File: src/rtl/alu_seq_pkg.sv
// Shared opcodes, iterative-engine op codes, FSM state encoding and
// group-decode helpers for the handshaked sequential ALU.
package alu_seq_pkg;

  localparam logic [4:0] OP_ADD  = 5'b0_0000;
  localparam logic [4:0] OP_SUB  = 5'b0_0001;
  localparam logic [4:0] OP_INC  = 5'b0_0010;
  localparam logic [4:0] OP_DEC  = 5'b0_0011;
  localparam logic [4:0] OP_AND  = 5'b0_1000;
  localparam logic [4:0] OP_OR   = 5'b0_1001;
  localparam logic [4:0] OP_XOR  = 5'b0_1010;
  localparam logic [4:0] OP_NOT  = 5'b0_1011;
  localparam logic [4:0] OP_SHL1 = 5'b0_1100;
  localparam logic [4:0] OP_SHR1 = 5'b0_1101;
  localparam logic [4:0] OP_ROL1 = 5'b0_1110;
  localparam logic [4:0] OP_ROR1 = 5'b0_1111;
  localparam logic [4:0] OP_MUL  = 5'b1_0000;
  localparam logic [4:0] OP_SHLN = 5'b1_0001;
  localparam logic [4:0] OP_SHRN = 5'b1_0010;

  // Engine op codes line up with the low two bits of the multi-cycle opcodes.
  localparam logic [1:0] ITER_MUL = 2'b00;
  localparam logic [1:0] ITER_SHL = 2'b01;
  localparam logic [1:0] ITER_SHR = 2'b10;

  typedef enum logic [1:0] {
    IDLE = 2'd0,
    BUSY = 2'd1,
    DONE = 2'd2
  } state_t;

  function automatic logic is_arith(input logic [4:0] sel);
    return sel[4:2] == 3'b000;
  endfunction

  function automatic logic is_mul(input logic [4:0] sel);
    return sel == OP_MUL;
  endfunction

  function automatic logic is_shift_n(input logic [4:0] sel);
    return (sel == OP_SHLN) || (sel == OP_SHRN);
  endfunction

endpackage

File: src/rtl/alu_seq_iter.sv
// Iterative engine: shift-add multiplier and one-bit-per-cycle barrel
// replacement. The first step runs on the start edge itself.
module alu_seq_iter
  import alu_seq_pkg::*;
#(
  parameter int WIDTH = 8
) (
  input  logic                     clk,
  input  logic                     rst_n,
  input  logic                     start,
  input  logic [1:0]               op,
  input  logic [WIDTH-1:0]         A,
  input  logic [WIDTH-1:0]         B,
  input  logic [$clog2(WIDTH)-1:0] amount,
  output logic                     done,
  output logic [WIDTH-1:0]         hi,
  output logic [WIDTH-1:0]         lo,
  output logic                     carry
);

  localparam int SHW = $clog2(WIDTH);
  localparam int MSB = WIDTH - 1;
  localparam logic [SHW:0] MUL_ITERS = (SHW + 1)'(WIDTH);
  localparam logic [SHW:0] CNT_ONE   = (SHW + 1)'(1);

  logic [WIDTH-1:0] hi_reg, lo_reg, mcand_reg;
  logic [1:0]       op_reg;
  logic [SHW:0]     count_reg;
  logic             carry_reg, done_reg;

  logic [1:0]       src_op;
  logic [WIDTH-1:0] src_hi, src_lo, src_mcand;
  logic [SHW:0]     src_count;
  logic [WIDTH:0]   acc_sum;
  logic [WIDTH-1:0] step_hi, step_lo;
  logic             step_carry, active;

  // On start the step operates on the freshly presented operands, so a
  // job of N steps finishes N-1 edges after start.
  always_comb begin
    src_op    = start ? op : op_reg;
    src_hi    = start ? '0 : hi_reg;
    src_lo    = start ? ((op == ITER_MUL) ? B : A) : lo_reg;
    src_mcand = start ? A : mcand_reg;
    src_count = start ? ((op == ITER_MUL) ? MUL_ITERS : {1'b0, amount}) : count_reg;
    active    = start || (count_reg != '0);
    acc_sum   = {1'b0, src_hi} + (src_lo[0] ? {1'b0, src_mcand} : '0);
    step_hi    = src_hi;
    step_lo    = src_lo;
    step_carry = 1'b0;
    case (src_op)
      ITER_MUL: begin
        step_hi = acc_sum[WIDTH:1];
        step_lo = {acc_sum[0], src_lo[MSB:1]};
      end
      ITER_SHL: begin
        step_lo    = {src_lo[MSB-1:0], 1'b0};
        step_carry = src_lo[MSB];
      end
      ITER_SHR: begin
        step_lo    = {1'b0, src_lo[MSB:1]};
        step_carry = src_lo[0];
      end
      default: begin
        step_lo = src_lo;
      end
    endcase
  end

  always_ff @(posedge clk or negedge rst_n) begin
    if (!rst_n) begin
      hi_reg    <= '0;
      lo_reg    <= '0;
      mcand_reg <= '0;
      op_reg    <= ITER_MUL;
      count_reg <= '0;
      carry_reg <= 1'b0;
      done_reg  <= 1'b0;
    end else begin
      done_reg <= 1'b0;
      if (active) begin
        hi_reg    <= step_hi;
        lo_reg    <= step_lo;
        carry_reg <= step_carry;
        count_reg <= src_count - CNT_ONE;
        done_reg  <= (src_count == CNT_ONE);
        if (start) begin
          op_reg    <= op;
          mcand_reg <= A;
        end
      end
    end
  end

  assign done  = done_reg;
  assign hi    = hi_reg;
  assign lo    = lo_reg;
  assign carry = (op_reg == ITER_MUL) ? (hi_reg != '0) : carry_reg;

endmodule

File: src/rtl/alu_seq.sv
// Handshaked ALU: single-cycle datapath, IDLE/BUSY/DONE control and the
// registered result/flag bank; multi-cycle work is handed to alu_seq_iter.
module alu_seq
  import alu_seq_pkg::*;
#(
  parameter int WIDTH  = 8,
  parameter bit MUL_EN = 1'b1
) (
  input  logic             clk,
  input  logic             rst_n,
  input  logic             in_valid,
  output logic             in_ready,
  input  logic [WIDTH-1:0] A,
  input  logic [WIDTH-1:0] B,
  input  logic [4:0]       ALU_Sel,
  output logic             out_valid,
  input  logic             out_ready,
  output logic [WIDTH-1:0] ALU_Out,
  output logic [WIDTH-1:0] ALU_Out_Hi,
  output logic             CarryOut,
  output logic             overflow,
  output logic             zero,
  output logic             equal,
  output logic             greater,
  output logic             smaller,
  output logic             illegal
);

  localparam int SHW = $clog2(WIDTH);
  localparam int MSB = WIDTH - 1;
  localparam logic [WIDTH-1:0] ONE = WIDTH'(1);

  state_t           state_reg;
  logic [WIDTH-1:0] out_reg, hi_reg;
  logic             valid_reg, carry_reg, ovf_reg, zero_reg;
  logic             eq_reg, gt_reg, lt_reg, ill_reg;
  logic [2:0]       cmp_pend_reg;

  logic             accept, go_busy;
  logic [SHW-1:0]   amount;
  logic [WIDTH-1:0] b_op, sc_out, rol1, ror1;
  logic [WIDTH:0]   arith;
  logic             sc_carry, sc_ovf, sc_ill;
  logic [2:0]       cmp;
  logic             iter_done, iter_carry;
  logic [WIDTH-1:0] iter_hi, iter_lo;

  assign amount   = B[SHW-1:0];
  assign in_ready = rst_n && ((state_reg == IDLE) || ((state_reg == DONE) && out_ready));
  assign accept   = in_valid && in_ready;
  assign go_busy  = (is_mul(ALU_Sel) && MUL_EN) || (is_shift_n(ALU_Sel) && (amount != '0));
  assign cmp      = {A == B, A > B, A < B};

  genvar gi;
  for (gi = 0; gi < WIDTH; gi++) begin : g_rot
    assign rol1[gi] = A[(gi + WIDTH - 1) % WIDTH];
    assign ror1[gi] = A[(gi + 1) % WIDTH];
  end

  // INC/DEC reuse the ADD/SUB adder with a constant 1 as second operand.
  always_comb begin
    b_op     = ALU_Sel[1] ? ONE : B;
    arith    = ALU_Sel[0] ? ({1'b0, A} - {1'b0, b_op}) : ({1'b0, A} + {1'b0, b_op});
    sc_out   = '0;
    sc_carry = 1'b0;
    sc_ovf   = 1'b0;
    sc_ill   = 1'b0;
    if (is_arith(ALU_Sel)) begin
      sc_out   = arith[MSB:0];
      sc_carry = arith[WIDTH];
      sc_ovf   = ALU_Sel[0] ? ((A[MSB] != b_op[MSB]) && (arith[MSB] != A[MSB]))
                            : ((A[MSB] == b_op[MSB]) && (arith[MSB] != A[MSB]));
    end else begin
      case (ALU_Sel)
        OP_AND:  sc_out = A & B;
        OP_OR:   sc_out = A | B;
        OP_XOR:  sc_out = A ^ B;
        OP_NOT:  sc_out = ~A;
        OP_SHL1: begin
          sc_out   = {A[MSB-1:0], 1'b0};
          sc_carry = A[MSB];
        end
        OP_SHR1: begin
          sc_out   = {1'b0, A[MSB:1]};
          sc_carry = A[0];
        end
        OP_ROL1: sc_out = rol1;
        OP_ROR1: sc_out = ror1;
        OP_MUL:  sc_ill = !MUL_EN;
        OP_SHLN, OP_SHRN: sc_out = A;  // only reached here for amount 0
        default: sc_ill = 1'b1;
      endcase
    end
  end

  alu_seq_iter #(.WIDTH(WIDTH)) u_iter (
    .clk    (clk),
    .rst_n  (rst_n),
    .start  (accept && go_busy),
    .op     (ALU_Sel[1:0]),
    .A      (A),
    .B      (B),
    .amount (amount),
    .done   (iter_done),
    .hi     (iter_hi),
    .lo     (iter_lo),
    .carry  (iter_carry)
  );

  // Result bank only changes on entry to DONE, so BUSY shows the old result.
  always_ff @(posedge clk or negedge rst_n) begin
    if (!rst_n) begin
      state_reg    <= IDLE;
      valid_reg    <= 1'b0;
      out_reg      <= '0;
      hi_reg       <= '0;
      carry_reg    <= 1'b0;
      ovf_reg      <= 1'b0;
      zero_reg     <= 1'b0;
      eq_reg       <= 1'b0;
      gt_reg       <= 1'b0;
      lt_reg       <= 1'b0;
      ill_reg      <= 1'b0;
      cmp_pend_reg <= '0;
    end else begin
      case (state_reg)
        BUSY: begin
          if (iter_done) begin
            state_reg <= DONE;
            valid_reg <= 1'b1;
            out_reg   <= iter_lo;
            hi_reg    <= iter_hi;
            carry_reg <= iter_carry;
            ovf_reg   <= 1'b0;
            zero_reg  <= (iter_lo == '0);
            {eq_reg, gt_reg, lt_reg} <= cmp_pend_reg;
            ill_reg   <= 1'b0;
          end
        end
        default: begin
          if (accept) begin
            if (go_busy) begin
              state_reg    <= BUSY;
              valid_reg    <= 1'b0;
              cmp_pend_reg <= cmp;
            end else begin
              state_reg <= DONE;
              valid_reg <= 1'b1;
              out_reg   <= sc_out;
              hi_reg    <= '0;
              carry_reg <= sc_carry;
              ovf_reg   <= sc_ovf;
              zero_reg  <= !sc_ill && (sc_out == '0);
              {eq_reg, gt_reg, lt_reg} <= cmp;
              ill_reg   <= sc_ill;
            end
          end else if ((state_reg == DONE) && out_ready) begin
            state_reg <= IDLE;
            valid_reg <= 1'b0;
          end
        end
      endcase
    end
  end

  assign out_valid  = valid_reg;
  assign ALU_Out    = out_reg;
  assign ALU_Out_Hi = hi_reg;
  assign CarryOut   = carry_reg;
  assign overflow   = ovf_reg;
  assign zero       = zero_reg;
  assign equal      = eq_reg;
  assign greater    = gt_reg;
  assign smaller    = lt_reg;
  assign illegal    = ill_reg;

endmodule

File: config.mk
export PLATFORM = sky130hd
export DESIGN_NAME = alu_seq
export DESIGN_NICKNAME = d
export VERILOG_FILES = /design/src/rtl/alu_seq_pkg.sv /design/src/rtl/alu_seq_iter.sv /design/src/rtl/alu_seq.sv
export SDC_FILE = /design/constraint.sdc
export NUM_CORES = 1
export LEC_CHECK = 0
export CAP_MARGIN = 15
export CORE_MARGIN = 2
export CORE_UTILIZATION = 30
export DETAILED_ROUTE_END_ITERATION = 10
export PLACE_DENSITY = 0.53
export SYNTH_ARGS = -nofsm -noshare
export SYNTH_HDL_FRONTEND = slang
export SYNTH_SLANG_ARGS = --single-unit
File: constraint.sdc
create_clock -name clk -period 3.09 [get_ports clk]
set_clock_uncertainty 0.2 [all_clocks]
set_input_delay 0.618 -clock clk [delete_from_list [all_inputs] [get_ports clk]]
set_output_delay 0.618 -clock clk [all_outputs]
set_load 0.02 [all_outputs]
==> flow_summary.yaml <==
floorplan:
  rows: 48
  die-area_um2: 18340
  core-area_um2: 17120
  initial_core_util_pct: 30.27
  die_width_um: 135.4
  io_pins: 50
  die_y_um: 135.4
clock_network:
  cts.path.max_buffers: 2
  cts_tree: "built"
  clock_latency_ns: 0.34
  htreeDepth: 3
  numClockSinks: 60
  cts_buffers: 9
  ctsHoldBuffers: 0
  clockRootBuffer: "clkbuf_16"
  cts.clk_slew.worst_paths_ns: 0.05
sta:
  maxSlewHeadroom_pct: 49.24
  fin_crit_sh_pct: 107.0
  final_hold_viol_count: 0
  drv_slew: 0
  rsz0062_at_grt: "true"
  layout_setup_ws_ns: -0.2174
  fin_crit_ns: 3.307
  setup_tns_ns: -0.4769
  max_freq_ghz: 0.3024
  worst_pin_slew_ns: 0.7614
  holdWs_ns: 0.2705
  setup_viol: 5
placement:
  placed_area_um2: 6892
  hpwl_um: 13860
  io_buffers: 49
  finalWeightedCongestion: 0.9314
setup_path:
  r2r_cells: 15
  slowest_stage: "or3_4"
  start_kind: "input port"
  cp_top_family: "compound AO/OA/AOI/OAI gates"
  cp.required_ns: 3.10
  max_stage_delay_ns: 0.42
  arrival_ns: 3.32
  end_kind: "flip-flop"
  path_buf_inv: 3
  crit_type: "in -> reg"
  crit_fanout: 6
  path_depth: 16
  cp_cell_sequence: "buf_6 -> or3_4 -> o211a_4 -> nand3_4 -> mux2i_1 -> inv_1 -> nand2_2 -> inv_2 -> ha_4 -> a21o_1 -> a21oi_2 -> nor2b_1 -> o21a_1 -> o41ai_2 -> xor2_1 -> o21ai_1"
global_route:
  grt_antenna_before_repair: 0
  grt_max_degree: 61
  overflow: 0
  grtUsageTotal_pct: 19.97
  grt_pass1_vias: 5228
  grt_pass1_wl_um: 28640
cells_and_area:
  fin_nets: 890
  synthToLayoutAreaGrowth_pct: 51.05
  design_area_um2: 7826
  fin_util_pct: 45.72
  drive_gt1_share_pct: 37.23
  layout_common_cells: "buf_4, nand2_1, dfrtp_1"
  antenna_cells: 0
  layout_commonest_cell: "buf_4"
power_and_ir_drop:
  max-vdd-ir-drop_v: 0.0003825
  p_leak_nw: 3.640
  power.density_nw_per_um2: 634.2
  p_total_mw: 4.963
route:
  via_count: 5371
  antenna_left: 0
  drt_wl_total_um: 17990
  route.detailed.wl_per_inst_um: 17.18
  drt_iter0_drc: 372
  first_pass_iters: 5
  viasPerCell: 5.130
  drc: 0
logic_synthesis:
  synthMuxAreaShare_pct: 4.926
  synth_fa_ha_area_share_pct: 11.88
  synthesis.area_um2: 5181
  avgSynthCellArea_um2: 8.411
  ys.flop_type: "dfrtp_1"
  synth_cell_types: 82
  synth_compound_area_share_pct: 22.60
  synth_seq_area_share_pct: 28.98
  yosysWarnings: 0
  async_flop_share_pct: 100.0
  synth_xor_area_share_pct: 1.690
  synth.net_count: 689
  synth_edf_count: 0
  synth-simple-area-share_pct: 23.30
  synthCells: 616
  synth.ff_latch_count: 60
  synth_top_family_by_area: "simple AND/OR/NAND/NOR gates"
  yosysTopAreaCell: "dfrtp_1"
  synth_area_leaders: "dfrtp_1, ha_1, nand2_1"
  synth_top_area_share_pct: 28.98
min_path:
  hp-class: "reg -> reg"
  hold_depth: 1
outcome:
  violations: "setup timing"
  status: "finished, violations left"
run:
  maxCapViolCount: 0
==> cells in the mapped netlist, types with 9 or more instances <==
library cell	number
nor2b_1	12
nand2_1	77
a31oi_1	11
and2_1	17
ha_1	46
mux2i_1	21
o21ai_1	14
nor2_1	54
buf_6	9
nor3_1	12
nor4_1	10
nand2b_1	10
buf_2	12
o21ai_0	42
a21oi_1	20
inv_1	32
dfrtp_1	60
nand3_1	14
==> worst register-to-register path, stage by stage (launching register included) <==
cell	delay [ns]
dfrtp_1	0.37
nor2b_1	0.15
nor3b_2	0.16
buf_4	0.16
nand3_4	0.15
buf_12	0.18
o21ai_4	0.18
buf_4	0.13
buf_4	0.13
and2_1	0.18
ha_4	0.22
nor2b_1	0.14
o21a_1	0.21
o41ai_2	0.26
xor2_1	0.17
o21ai_1	0.08
==> path summary, 6_finish.rpt <==
check	startpoint	endpoint	slack, ns
min reg2reg	ALU_Out[5]	ALU_Out[5]	0.27
min in group asynchronous	rst_n	ALU_Out[6]	0.36
min	ALU_Out[5]	ALU_Out[5]	0.27
max	B[2]	u_iter.hi[6]	-0.22
max in group asynchronous	rst_n	u_iter.mcand_reg[4]	1.83
max reg2reg	state_reg[1]	u_iter.hi[6]	-0.10
==> logic make-up after synthesis <==
family                     after synthesis
muxes                                   25
DFF                                     60
buffers and inverters                   66
adders and majority gates               48
AOI/OAI and AO/OA                      169
and+or+nand+nor                        238
xor gates and xnor gates                10
==> power by group <==
group	total [mW]	internal [mW]	switching, mW
registers	1.30	1.07	0.224
logic	2.65	1.29	1.36
clock network	1.02	0.664	0.355
==> layer usage <==
layer / vias to the layer above / part of all wire, % / global-route usage (%)
li1: 2611 / - / -
met1: 2614 / 47 / 28.09
met2: 126 / 48 / 32.52
met3: 20 / 3.9 / 2.656
met4: 0 / 1.3 / 4.861
met5: - / 0 / 0
==> metrics by stage <==
step           worst slack, ns  cells
6_report               -0.2174   1047
2_1_floorplan          -0.3874    616
5_1_grt                -0.3142   1047
3_5_place_dp           -0.9792    999
4_1_cts                -0.1793   1032
3_3_place_gp           -0.9240    999
==> final cells by class <==
class / instances / area (um2)
timing repair buffer: 224 / 1859
inverter: 32 / 120.1
sequential: 60 / 1501
tap: 225 / 281.5
multi-input combinational: 490 / 3760
clock inverter: 4 / 47.55
fill: 1622 / 9290
clock buffer: 12 / 256.5
==> timing repair <==
action,4_1_cts,5_1_grt
gates resized for setup,87,52
pin swaps,36,33
buffers inserted,16,16
gates cloned,1,0
setup endpoints to repair,32,25
Power figures use the tool's default switching activity.
